## src/rtl/piso_bit_source_pkg.sv

```systemverilog
`default_nettype none
// piso_bit_source_pkg: shared state encoding, default sizes and the detector pattern.
package piso_bit_source_pkg;

  typedef enum logic {
    ST_IDLE  = 1'b0,
    ST_SHIFT = 1'b1
  } state_t;

  localparam int DEFAULT_WIDTH = 8;
  localparam int DEFAULT_CNT_W = 5;

  localparam logic [3:0] DETECT_PATTERN = 4'b1101;

endpackage
`default_nettype wire

```

## src/rtl/piso_bit_source_counter.sv

```systemverilog
`default_nettype none
// piso_bit_counter: bit index within the current word, saturating at WIDTH-1.
module piso_bit_counter #(
  parameter int WIDTH = 8,
  parameter int CNT_W = 5
) (
  input  logic             clk,
  input  logic             reset,
  input  logic             clear,
  input  logic             enable,
  output logic [CNT_W-1:0] count,
  output logic             last
);

  assign last = (count == CNT_W'(WIDTH - 1));

  always_ff @(posedge clk or posedge reset) begin
    if (reset) begin
      count <= '0;
    end else if (clear) begin
      count <= '0;
    end else if (enable && !last) begin
      count <= count + 1'b1;
    end
  end

endmodule
`default_nettype wire

```

## src/rtl/piso_bit_source.sv

```systemverilog
`default_nettype none
// piso_bit_source: loads a word over valid/ready and serialises it one bit per
// clock on x, with pause (shift_en), per-word bit order and gapless back-to-back.
module piso_bit_source
  import piso_bit_source_pkg::*;
#(
  parameter int WIDTH = DEFAULT_WIDTH,
  parameter int CNT_W = DEFAULT_CNT_W
) (
  input  logic             clk,
  input  logic             reset,
  input  logic             load_valid,
  input  logic [WIDTH-1:0] load_data,
  input  logic             msb_first,
  output logic             load_ready,
  input  logic             shift_en,
  output logic             x,
  output logic             x_valid,
  output logic             done
);

  state_t           state;
  logic [WIDTH-1:0] sreg;
  logic [WIDTH-1:0] ordered;
  logic [CNT_W-1:0] count;
  logic             last;
  logic             accept;
  logic             advance;

  // The word is stored so that emission is always MSB-first out of sreg;
  // an LSB-first request is handled by reversing it at load time.
  always_comb begin
    ordered = load_data;
    if (!msb_first) begin
      for (int i = 0; i < WIDTH; i++) begin
        ordered[i] = load_data[WIDTH-1-i];
      end
    end
  end

  assign advance    = (state == ST_SHIFT) && shift_en;
  assign load_ready = (state == ST_IDLE) || (advance && last);
  assign accept     = load_valid && load_ready;

  piso_bit_counter #(
    .WIDTH (WIDTH),
    .CNT_W (CNT_W)
  ) u_counter (
    .clk    (clk),
    .reset  (reset),
    .clear  (accept || (advance && last)),
    .enable (advance),
    .count  (count),
    .last   (last)
  );

  always_ff @(posedge clk or posedge reset) begin
    if (reset) begin
      state   <= ST_IDLE;
      sreg    <= '0;
      x       <= 1'b0;
      x_valid <= 1'b0;
      done    <= 1'b0;
    end else if (accept) begin
      state   <= ST_SHIFT;
      sreg    <= ordered;
      x       <= ordered[WIDTH-1];
      x_valid <= 1'b1;
      done    <= 1'b0;
    end else if (advance) begin
      if (last) begin
        state   <= ST_IDLE;
        x       <= 1'b0;
        x_valid <= 1'b0;
        done    <= 1'b0;
      end else begin
        sreg <= {sreg[WIDTH-2:0], 1'b0};
        x    <= sreg[WIDTH-2];
        // The bit being presented next is the last one of the word.
        done <= (count == CNT_W'(WIDTH - 2));
      end
    end
  end

endmodule
`default_nettype wire

```

## config.mk

```make
export PLATFORM = sky130hd
export DESIGN_NAME = piso_bit_source
export DESIGN_NICKNAME = d
export VERILOG_FILES = /design/src/rtl/piso_bit_source_pkg.sv /design/src/rtl/piso_bit_source_counter.sv /design/src/rtl/piso_bit_source.sv
export SDC_FILE = /design/constraint.sdc
export NUM_CORES = 1
export LEC_CHECK = 0
export BUFFER_PORTS_ARGS = -buffer_cell sky130_fd_sc_hd__buf_4
export CAP_MARGIN = 10
export CELL_PAD_IN_SITES_DETAIL_PLACEMENT = 0
export CELL_PAD_IN_SITES_GLOBAL_PLACEMENT = 1
export CORE_MARGIN = 1.5
export CORE_UTILIZATION = 41
export CTS_CLUSTER_SIZE = 24
export DETAILED_ROUTE_END_ITERATION = 7
export GPL_TIMING_DRIVEN = 0
export PLACE_DENSITY = 0.75
export SLEW_MARGIN = 10
export SYNTH_ARGS = -nofsm -noshare
export SYNTH_HDL_FRONTEND = slang
export SYNTH_HIERARCHICAL = 1
export SYNTH_SLANG_ARGS = --single-unit
export TNS_END_PERCENT = 1
```

## constraint.sdc

```tcl
create_clock -name clk -period 2.05 [get_ports clk]
set_input_delay 0.1025 -clock clk [delete_from_list [all_inputs] [get_ports clk]]
set_output_delay 0.1025 -clock clk [all_outputs]
set_load 0.1 [all_outputs]
```

After elaboration in Yosys (flattened, before gate mapping) --
Index checks and enable logic that the tools add are counted.
Storage, ports and cells: logic and storage cells 37, register bits after elaboration 15
Cells by class: bitwise logic cells 1, add/sub/neg operators 1, mux-type cells 15, reduce and logical (&&, ||, !) cells 12, equality and inequality tests 3
Operators by type and width (number):
- 7-bit 2-to-1 mux | 3
- 5-bit by 3-bit == test with 1-bit output (second input constant) | 2
- 5-bit 2-to-1 mux | 2
- 1-bit 2-to-1 mux | 9
- 8-bit 2-to-1 mux | 1
- 2-bit nonzero test | 3
- 5-bit by 1-bit adder with 5-bit output (second input constant) | 1
- 1-bit logical AND | 4
- 2-bit AND reduction | 2
- 1-bit logical OR | 2
- 2-bit by 1-bit != test with 1-bit output (second input constant) | 1
- 1-bit logical NOT | 1
- 1-bit NOT | 1

Longest topological paths before layout --
word-level depth 6, depth in mapped cells 8, depth with buffers taken out 7

Modules after synthesis --
Netlist, hierarchy kept.
Modules (own cells, without submodules):
- piso_bit_source | instances 1, cells an instance 51, area an instance 600.6 um2
- piso_bit_counter | instances 1, cells an instance 26, area an instance 266.5 um2

Least setup slack after synthesis --
Ideal clock, no wire load.
path kind reg2reg, start register state, end register u_counter.count[1], clock period less this slack 2.251 ns, arrival time 2.172 ns, stages on the path, launching flop included 7, setup slack -0.201 ns, data required time 1.971 ns, cell sequence dfrtp_1 a21bo_4 and2_4 buf_6 a21o_2 nand2b_1 mux2i_1
Between the ends: cells in the longest elaborated chain, start to end 6, elaborated cells on any way between the ends 9
RTL lines:
- start: declaration | line piso_bit_source.sv:22 | state_t state;
- start signal: assignment | line piso_bit_source.sv:59 | state <= ST_IDLE;
- start signal: assignment | line piso_bit_source.sv:65 | state <= ST_SHIFT;
- start signal: assignment | line piso_bit_source.sv:72 | state <= ST_IDLE;
- 1-bit logical AND | line piso_bit_source.sv:41 | assign advance = (state == ST_SHIFT) && shift_en;
- 1-bit logical AND | line piso_bit_source.sv:42 | assign load_ready = (state == ST_IDLE) || (advance && last);
- 1-bit logical OR * | line piso_bit_source.sv:42
- named net load_ready | line piso_bit_source.sv:15 | output logic load_ready,
- 1-bit logical AND * | line piso_bit_source.sv:43 | assign accept = load_valid && load_ready;
- 1-bit logical OR * | line piso_bit_source.sv:51 | .clear (accept || (advance && last)),
- 5-bit 2-to-1 mux / 2-bit nonzero test (equally long branches)
- end signal: assignment | line piso_bit_source_counter.sv:23 | count <= count + 1'b1;
- end: declaration | line piso_bit_source_counter.sv:11 | output logic [CNT_W-1:0] count,
Mark *: on every way through the listed nets, which the timed path passes. The rest lies on a longest branch. A chain may end at the register's enable or synchronous reset.

Worst setup path after layout --
start register u_counter.count[1], end register u_counter.count[1]
Between the ends: cells in the longest elaborated chain, start to end 6, elaborated cells on any way between the ends 11
RTL lines:
- 5-bit by 3-bit == test with 1-bit output * | line piso_bit_source_counter.sv:15 | assign last = (count == CNT_W'(WIDTH - 1));
- named net last | line piso_bit_source.sv:26 | logic last;
- 1-bit logical AND | line piso_bit_source.sv:42, piso_bit_source.sv:51
- 1-bit logical OR | line piso_bit_source.sv:42
- 1-bit logical AND | line piso_bit_source.sv:43
- 1-bit logical OR | line piso_bit_source.sv:51
- 5-bit 2-to-1 mux / 2-bit nonzero test (equally long branches)
Mark *: on every way through the listed nets, which the timed path passes. The rest lies on a longest branch. The select of a mux whose other input is x is not followed.

==> impl_metrics.json <==
{
  "min_period_ps": 1950,
  "maxSlewHeadroom_pct": 66.9,
  "slew_viol_final": 0,
  "critical_path_class": "reg -> reg",
  "worst_skew_pair.late_latency_ps": 270,
  "wl_mm": 1.69,
  "antenna_cells": 0,
  "dr.pass1.iters": 2,
  "ctsResizeCount": 0,
  "io_buffers": 15,
  "grt_max_degree": 11,
  "fin_skew_ps": 4.19,
  "rows": 16,
  "die_x_microns": 49.0,
  "initial_core_util_pct": 43.8,
  "die-area_sq_um": 2400,
  "ff2ff_setup_slack_ps": 100,
  "max-vdd-ir-drop_mv": 0.537,
  "period_share_pct": 95.0,
  "clock-root-buffer": "clkbuf_4",
  "timing.rr.end": "u_counter/count[1]",
  "finalHoldViolCount": 0,
  "whs_path_depth": 2,
  "postSynthAreaPerCell_sq_um": 11.3,
  "whs_endpoint": "state",
  "ys.warnings.count": 6,
  "p_int_uw": 746,
  "fin_nets": 113,
  "io_pins": 17,
  "worst_slew_pin_slew_ps": 497,
  "numCtsBuffers": 3,
  "power.density_nw_per_um2": 1180,
  "grt_pass1_wl_mm": 2.84,
  "syn-num-nets": 91,
  "drc": 0,
  "final_antenna_net_count": 0,
  "viasPerCell": 5.22,
  "htree_num_levels": 1,
  "antenna_found_initial": 0,
  "clock_sinks": 15,
  "p_total_mw": 1.26,
  "rsz0062_at_grt": "false",
  "synthCells": 77,
  "reg2regPathDepth": 8,
  "die_h_microns": 49.0,
  "core-area_sq_um": 1980,
  "crit_path_end_kind": "flop",
  "fmax_mhz": 513,
  "crit_path_start": "u_counter/count[1]",
  "drive_gt1_share_pct": 32.7,
  "setup_viol": 0,
  "r2r_start": "u_counter/count[1]",
  "mostFrequentLayoutCell": "buf_4",
  "comb_power_share_pct": 47.7,
  "min-delay-path-class": "in -> reg",
  "grt_use_total_pct": 15.3,
  "grt_overflow": 0,
  "synth_seq_cells": 15,
  "leakagePower_nw": 0.505,
  "cp_max_fo": 10,
  "pwr-share-seq_pct": 39.2,
  "cts.clk_slew.worst_paths_ps": 90,
  "drt_iter0_drc": 11,
  "fill_cells": 201,
  "hold_start": "load_valid",
  "routedWlPerCell_microns": 13.5,
  "synth_area_sq_um": 867,
  "critPathLaunchType": "flop",
  "area_growth_pct": 23.1,
  "synth_cell_type_count": 29,
  "p_sw_share_pct": 41.0,
  "crit_required_ps": 2260,
  "arrival_ps": 2150,
  "place_hpwl_mm": 1.24,
  "cts_tree": "done",
  "yosysSeqAreaShare_pct": 43.3,
  "p_sw_uw": 519,
  "final-seq-area_sq_um": 377,
  "grt_pass1_vias": 657,
  "gp_congestion": 0.775,
  "dr_total_vias": 653,
  "cts_buffer_depth": 2,
  "most-common-layout-cells": "buf_4, mux2i_1, dfrtp_1",
  "tns_ps": 0,
  "maxCapViolCount": 0,
  "status": "completed",
  "power.share.clock_pct": 13.1,
  "multi_input_area_sq_um": 474
}
[metal layers]
metal | wire length (microns) | GRT usage [%] | up-vias
met2 | 793 | 24.4 | 12
met5 | 0 | 0 | -
met3 | 45 | 2.76 | 2
li1 | - | - | 326
met1 | 840 | 21.3 | 313
met4 | 13 | 4.29 | 0
[cells in the mapped netlist, drive strengths merged]
library cell,n,area (sq um)
dfrtp,15,375
mux2i,14,140
a21oi,5,25.0
and2,4,27.5
mux2,4,45.0
nand2,4,15.0
a221o,3,30.0
inv,3,11.3
nor2,3,11.3
nand2b,2,12.5
nand4,2,12.5
nor2b,2,12.5
a21bo,1,16.3
a21o,1,8.76
and3b,1,10.0
and4b,1,11.3
and4bb,1,16.3
buf,1,11.3
clkbuf,1,3.75
ha,1,12.5
nand3,1,5.00
nand3b,1,7.51
nand4bb,1,11.3
nor3,1,5.00
or2b,1,7.51
or3,1,6.26
or4,1,7.51
xor2,1,8.76
[critical path: stages, from the launching register on]
cell and delay [ps]:
dfrtp_1 430, ha_2 230, and4bb_4 240, a21bo_4 230
and2_4 130, buf_6 140, a21o_4 210, nand2b_1 150
mux2i_1 120
[registers in the layout, indices dropped and copies added (netlist names)]
signal and count:
sreg 7, u_counter/count 5, done 1, state 1, x 1
[power by group through the flow]
stage | combinational [mW] | clock, mW | sequential (mW)
after detailed placement | 0.583 | 0 | 0.504
after global placement | 0.574 | 0 | 0.500
after floorplan | 0.372 | 0 | 0.585
after global routing | 0.650 | 0.191 | 0.508
final | 0.603 | 0.166 | 0.496
after CTS | 0.589 | 0.178 | 0.499
[layout make-up]
| type | instances | share of cell area, % |
|---|---|---|
| Buffer | 2 | 1.41 |
| Clock buffer | 4 | 2.46 |
| Inverter | 3 | 1.06 |
| Multi-Input combinational cell | 57 | 44.4 |
| Sequential cell | 15 | 35.3 |
| Tap cell | 27 | 3.17 |
| Timing Repair Buffer | 17 | 12.2 |
[worst max path at each step]
stage,end,slack (ps),cells after the start
2_1_floorplan,u_counter/count[0],-20,8
3_3_place_gp,u_counter/count[0],120,8
3_5_place_dp,u_counter/count[0],110,8
4_1_cts,u_counter/count[0],80,8
5_1_grt,u_counter/count[1],10,8
6_report,u_counter/count[1],100,8
[metrics by stage]
| step | instances | hold WS [ps] | instance area (sq um) | util (%) | setup WS [ps] |
|---|---|---|---|---|---|
| after floorplan | 77 | -119 | 877 | - | -15.9 |
| after CTS | 124 | 18.8 | 1060 | 53.5 | 80.5 |
| after global placement | 119 | 38.5 | 1020 | 51.6 | 120 |
| after global routing | 125 | 30.0 | 1070 | 53.9 | 9.69 |
| final | 125 | 29.4 | 1070 | 53.9 | 102 |
| after detailed placement | 119 | 40.2 | 1020 | 51.6 | 106 |
[timing repair]
item / in CTS / in global routing
buffers inserted: 0 / 1
hold buffers: 1 / 0
endpoints found under the hold margin: 15 / 0
endpoints found under the setup margin: 0 / 1
[kinds of logic (layout without fill, tap and decap cells)]
family / count (synthesis) / in the layout / synth area share, %
AND/OR/NAND/NOR: 27 / 27 / 20.6
AO/OA/AOI/OAI: 10 / 10 / 9.24
flip-flops: 15 / 15 / 43.3
multiplexers: 18 / 18 / 21.4
buffers and inverters: 5 / 26 / 3.03
XOR/XNOR: 1 / 1 / 1.01
adder cells (fa/ha/maj): 1 / 1 / 1.44
Note: power is estimated with default switching activity, not from simulation.
